===== src/rtl/fft_frame_loader.sv =====
// UART-to-FFT frame sequencer: sync hunt, LE sample assembly, buffer writes,
// FFT start/hold-off, inter-byte timeout abort and busy-drop counting.
module fft_frame_loader #(
  parameter int N_SAMPLES   = 64,
  parameter int ADDR_W      = 6,
  parameter logic [7:0] SYNC_BYTE = 8'hA5,
  parameter int TIMEOUT_CYC = 4340,
  parameter int TMR_W       = 16
) (
  input  logic              clock,
  input  logic              clr_n,
  input  logic              rx_valid,
  input  logic [7:0]        rx_data,
  output logic              wr_en,
  output logic [ADDR_W-1:0] wr_addr,
  output logic [15:0]       wr_data,
  output logic              fft_start,
  input  logic              fft_done,
  output logic              busy,
  output logic              frame_err,
  output logic [7:0]        drop_cnt
);

  typedef enum logic [2:0] {
    IDLE, LO, HI, START, WAIT_FFT
  } state_t;

  localparam logic [TMR_W-1:0]  TMR_LAST = TMR_W'(TIMEOUT_CYC - 1);
  localparam logic [ADDR_W-1:0] IDX_LAST = ADDR_W'(N_SAMPLES - 1);

  state_t              state, state_nx;
  logic [ADDR_W-1:0]   idx, idx_nx;
  logic [7:0]          lo, lo_nx;
  logic [TMR_W-1:0]    tmr, tmr_nx;
  logic                wr_en_nx, start_nx, busy_nx, err_nx;
  logic [ADDR_W-1:0]   wr_addr_nx;
  logic [15:0]         wr_data_nx;
  logic [7:0]          drop_nx;

  always_ff @(posedge clock or negedge clr_n) begin
    if (!clr_n) begin
      state     <= IDLE;
      idx       <= '0;
      lo        <= '0;
      tmr       <= '0;
      wr_en     <= 1'b0;
      wr_addr   <= '0;
      wr_data   <= '0;
      fft_start <= 1'b0;
      busy      <= 1'b0;
      frame_err <= 1'b0;
      drop_cnt  <= '0;
    end else begin
      state     <= state_nx;
      idx       <= idx_nx;
      lo        <= lo_nx;
      tmr       <= tmr_nx;
      wr_en     <= wr_en_nx;
      wr_addr   <= wr_addr_nx;
      wr_data   <= wr_data_nx;
      fft_start <= start_nx;
      busy      <= busy_nx;
      frame_err <= err_nx;
      drop_cnt  <= drop_nx;
    end
  end

  always_comb begin
    state_nx   = state;
    idx_nx     = idx;
    lo_nx      = lo;
    tmr_nx     = '0;
    wr_en_nx   = 1'b0;
    wr_addr_nx = wr_addr;
    wr_data_nx = wr_data;
    start_nx   = 1'b0;
    busy_nx    = busy;
    err_nx     = 1'b0;
    drop_nx    = drop_cnt;
    unique case (state)
      IDLE: begin
        if (rx_valid && rx_data == SYNC_BYTE) begin
          state_nx = LO;
          busy_nx  = 1'b1;
          idx_nx   = '0;
        end
      end
      LO, HI: begin
        if (rx_valid) begin
          if (state == LO) begin
            lo_nx    = rx_data;
            state_nx = HI;
          end else begin
            wr_en_nx   = 1'b1;
            wr_addr_nx = idx;
            wr_data_nx = {rx_data, lo};
            if (idx == IDX_LAST) begin
              state_nx = START;
            end else begin
              idx_nx   = idx + 1'b1;
              state_nx = LO;
            end
          end
        end else if (tmr == TMR_LAST) begin
          state_nx = IDLE;
          err_nx   = 1'b1;
          busy_nx  = 1'b0;
          idx_nx   = '0;
        end else begin
          tmr_nx = tmr + 1'b1;
        end
      end
      START: begin
        start_nx = 1'b1;
        state_nx = WAIT_FFT;
      end
      WAIT_FFT: begin
        if (fft_done) begin
          state_nx = IDLE;
          busy_nx  = 1'b0;
        end
      end
      default: state_nx = IDLE;
    endcase
    // bytes arriving while the FFT owns the buffer are lost
    if ((state == START || state == WAIT_FFT) && rx_valid
        && drop_cnt != 8'hFF)
      drop_nx = drop_cnt + 1'b1;
  end

endmodule


===== config.mk =====
export PLATFORM = sky130hd
export DESIGN_NAME = fft_frame_loader
export DESIGN_NICKNAME = d
export VERILOG_FILES = /design/src/rtl/fft_frame_loader.sv
export SDC_FILE = /design/constraint.sdc
export NUM_CORES = 1
export LEC_CHECK = 0
export CORE_ASPECT_RATIO = 1.75
export CORE_UTILIZATION = 47
export CTS_CLUSTER_DIAMETER = 80
export DETAILED_ROUTE_END_ITERATION = 6
export PLACE_DENSITY = 0.71
export SETUP_SLACK_MARGIN = 0.4
export SYNTH_ARGS = -nofsm -noshare
export SYNTH_HDL_FRONTEND = slang
export SYNTH_SLANG_ARGS = --single-unit

===== constraint.sdc =====
create_clock -name clock -period 2.1 [get_ports clock]
set_input_delay 0.63 -clock clock [delete_from_list [all_inputs] [get_ports clock]]
set_output_delay 0.63 -clock clock [all_outputs]
set_load 0.01 [all_outputs]

### After elaboration in Yosys (flattened, before gate mapping)

Index checks and enable logic that the tools add are counted.

* input bits: 12
* logic and storage cells: 71
* output and inout bits: 34
* register bits: 67

* eq/ne operators: 15
* reductions and logical operators: 13
* bitwise gates (word level): 1
* add/sub/neg operators: 3
* mux-type cells: 28

Operators by type and width (count)
* 16-bit 2-to-1 mux: 3
* 6-bit 2-to-1 mux: 5
* 16-bit by 1-bit adder with 16-bit output, second input constant: 1
* 16-bit by 13-bit equality test with 1-bit output, second input constant: 1
* 3-bit 2-to-1 mux: 4
* 3-bit one-hot mux with 4 select lines: 1
* 6-bit one-hot mux with 2 select lines: 1
* 1-bit 2-to-1 mux: 11
* 5-bit AND reduction: 2
* 3-bit != test, second input constant: 3
* 3-bit AND reduction: 3
* 8-bit by 1-bit adder with 8-bit output, second input constant: 1
* 8-bit equality test, second input constant: 1
* 2-bit != test, second input constant: 4
* 8-bit != test, second input constant: 1
* 6-bit by 1-bit adder with 6-bit output, second input constant: 1
* 3-bit by 2-bit equality test with 1-bit output, second input constant: 2
* 6-bit equality test, second input constant: 1
* 2-bit 2-to-1 mux: 2
* 3-bit by 1-bit equality test with 1-bit output, second input constant: 1
* 3-bit equality test, second input constant: 1
* 1-bit logical AND: 3
* 3-bit zero test: 1
* 1-bit one-hot mux with 3 select lines: 1
* 5 further kinds: 5

### Depth between registers and ports, before layout

* depth after elaboration: 5
* depth in mapped cells: 7
* gate-level depth less buffers: 6

### Worst setup path after synthesis

Ideal clock, no wire load.

* path kind: input port to flip-flop
* start point: input rx_valid
* end point: register lo[0]
* library setup time: 0.125 ns
* data required time: 1.975 ns
* buffers on the path: 1
* cell stages on the path: 4
* arrival time: 1.532 ns
* path slack: 0.443 ns
* cell sequence: nor2b_1 -> nor2b_1 -> buf_2 -> mux2_2

* longest elaborated chain between the ends: 1

RTL lines
* start: declaration: line 12 `input logic rx_valid,`
* 3-bit AND reduction (no source line)
* end signal: assignment: line 56 `lo <= lo_nx;`
* end: declaration: line 33 `logic [7:0] lo, lo_nx;`

No other way between the ends.
A chain may end at the register's enable or synchronous reset.

### Final worst setup path

* start point: register drop_cnt[0]
* end point: output drop_cnt[0]

RTL lines
* start: declaration: line 21 `output logic [7:0] drop_cnt`
* start signal: assignment: line 64 `drop_cnt <= drop_nx;`

No word-level cell between the ends.

==> out/metrics.csv <==
metric,value,unit
outcome,"complete, no violations",
GRT Overall Usage,20.4,%
Post-Syn Area,2960,um^2
Site Rows,37,
Finished Core Util,65.8,%
CORE AREA,5970,um^2
fillcell total,478,
critical path class,reg -> out,
Syn Nets,264,
worst skew pair latency,340,ps
TritonCTS Sinks,67,
nature of the critical path endpoint,output pin,
"Period Utilization, post-route",79.3,%
Die Area,6620,um^2
final hold violations,0,
area of the multi-input gates,1240,um^2
Syn. warnings,0,
post-route minimum period,1660,ps
global route total overflow,0,
fin cells,410,
Final GP Congestion,0.842,
Max Cap Viol,0,
final setup vio count,0,
DR iter-0 viols,92,
most common cell in the synthesized netlist,dfrtp_1,
Hold WS,223,ps
CTS max path bufs,2,
maximum VDD drop,455,uV
"Critical Path, Cell by Cell",dlygate4sd2_1,
first-pass GRT wire length,9.78,mm
Buffers & Inverters on Critical Path,1,
DRC Markers,0,
CTS tree,done,
root buf cell,clkbuf_8,
FF-to-FF path depth,5,
asr flop ratio synth,100,%
"setup slack, reg-to-reg",440,ps
Worst-path clk slew,70,ps
critical path required time,1470,ps
Static Leakage,1.96,nW
H-tree depth,3,
routed via count,2162,
main flop type after synthesis,dfrtp_1,
register area,1680,um^2
PwrDens,625,nW/um^2
Rel. slew slack,70.6,%
arrival time worst endpoint,1030,ps
FMAX,601,MHz
# diodes,0,
Clock Skew,9.77,ps
worst-margin pin slew,441,ps
cells after synthesis,249,
CP max stage cell,dfrtp_1,
Worst R2R End,idx[0]$_DFFE_PN0P_,
"Seq/Total Area, Yosys",56.7,%
vias in the first global route,2097,
IO buf count,45,
RSZ-0062 raised after global routing,no,
Hold Path Class,in -> async,
initial antenna violation count,0,
largest area contributor in the netlist,dfrtp_1,
nets,342,
layout cell share with drive strength beyond 1,28.6,%
Post-Syn Area per Cell,11.9,um^2
Slew Limit Fails,0,
crit path max fanout,2,
1st-pass router iterations,4,
Detail Route Antenna Nets,0,
height of the chip,107,um
post-synth top area share,56.7,%
#FFs+latches synth,67,
"top cells by count, synth","67 x dfrtp_1, 30 x mux2_2, 21 x nor2_1",
Placed Cells incl. Taps,381,
P&R area growth vs syn,32.9,%
drt wl/cell,15.1,um
"wirelength, routed",6.19,mm
number of flops mapped to enable cells by yosys,0,
crit path launch type,register,
CP top delay family,flip-flops,
largest net degree at the start of global routing,33,
Unique masters post-synth,41,
Worst R2R Start,state[0]$_DFFE_PN0P_,
worst stage delay on the critical path,400,ps
Initial Util,49.5,%
DP HPWL,4.20,mm
Tot Pwr,0.00246,W
Vias/cell,5.27,
cts bufs inserted,9,
die width,62.0,um
"top cells by area, synth","dfrtp_1 57%, mux2_2 11%, xnor2_1 3.3%",
I/O pins,46,
## layout make-up
class | instances | share of cell area [%]
multi-input combinational | 165 | 31.7
timing repair buffer | 75 | 17.2
sequential | 67 | 42.8
inverter | 9 | 0.860
clock inverter | 4 | 1.27
clock buffer | 12 | 3.69
tap | 78 | 2.48
## stage by stage
step / cell area, um^2 / TNS (ps) / setup WS [ps]
finish: 3930 / 0 / 435
global route: 3930 / 0 / 379
CTS: 3810 / 0 / 375
detailed placement: 3620 / -1020 / -136
global placement: 3620 / -1010 / -114
floorplan: 2960 / 0 / 443
## registers in the layout, indices dropped and copies added, names as in the netlist
name / count
tmr: 16
wr_data: 16
drop_cnt: 8
lo: 8
idx: 6
wr_addr: 6
state: 3
busy: 1
fft_start: 1
frame_err: 1
wr_en: 1
## per-layer routing
layer | up-vias | GRT usage (%) | routed length [um]
met5 | - | 0 | 0
met4 | 0 | 11.3 | 149
met3 | 12 | 4.46 | 187
met2 | 43 | 34.0 | 3440
met1 | 1080 | 22.8 | 2410
li1 | 1027 | - | -
## report_power, final
| part | total, W | leakage (nW) | internal [W] | switching (W) |
|---|---|---|---|---|
| sequential | 0.00131 | 0.920 | 0.00130 | 0.00000695 |
| clock | 0.00105 | 0.0926 | 0.000580 | 0.000469 |
| combinational | 0.0000986 | 0.946 | 0.0000489 | 0.0000497 |
## timing repair
action,in CTS,in global routing
pin swaps,4,2
buffers inserted,4,9
hold buffers,0,0
endpoints found under the setup margin,64,36
resized for setup,51,14
## how the worst max path moves through the flow
stage | to | slack, ps | depth (start not counted) | start
5_1_grt | drop_cnt[6]$_DFFE_PN0P_ | 380 | 7 | drop_cnt[0]$_DFFE_PN0P_
2_1_floorplan | lo[0]$_DFFE_PN0P_ | 440 | 4 | rx_valid
6_report | drop_cnt[0] | 440 | 1 | drop_cnt[0]$_DFFE_PN0P_
4_1_cts | drop_cnt[3] | 380 | 1 | drop_cnt[3]$_DFFE_PN0P_
3_5_place_dp | idx[1]$_DFFE_PN0P_ | -140 | 6 | rx_data[4]
3_3_place_gp | idx[2]$_DFFE_PN0P_ | -110 | 7 | rx_valid
## cell families after synthesis
family,Yosys count,share of synthesized area [%]
buffers and inverters,17,3.17
AOI/OAI and AO/OA,26,5.92
xor gates and xnor gates,19,5.63
muxes,31,11.8
and+or+nand+nor,86,15.5
adders and majority gates,3,1.27
DFF,67,56.7
## layout by cell type, fill, tap and decap left out, types with 3 or more instances in the layout
cell            n
buf_4          24
o21ai_0         8
nand3_1        12
buf_12          4
inv_1           9
a21oi_1         3
nor2_1         19
mux2_2         30
xor2_1          8
nand2_1        19
clkbuf_8       10
xnor2_1        11
nor3_1          5
dfrtp_2         4
dfrtp_1        63
nand4_1         7
dlygate4sd2_1  41
Note: power is estimated with default switching activity, not from simulation.
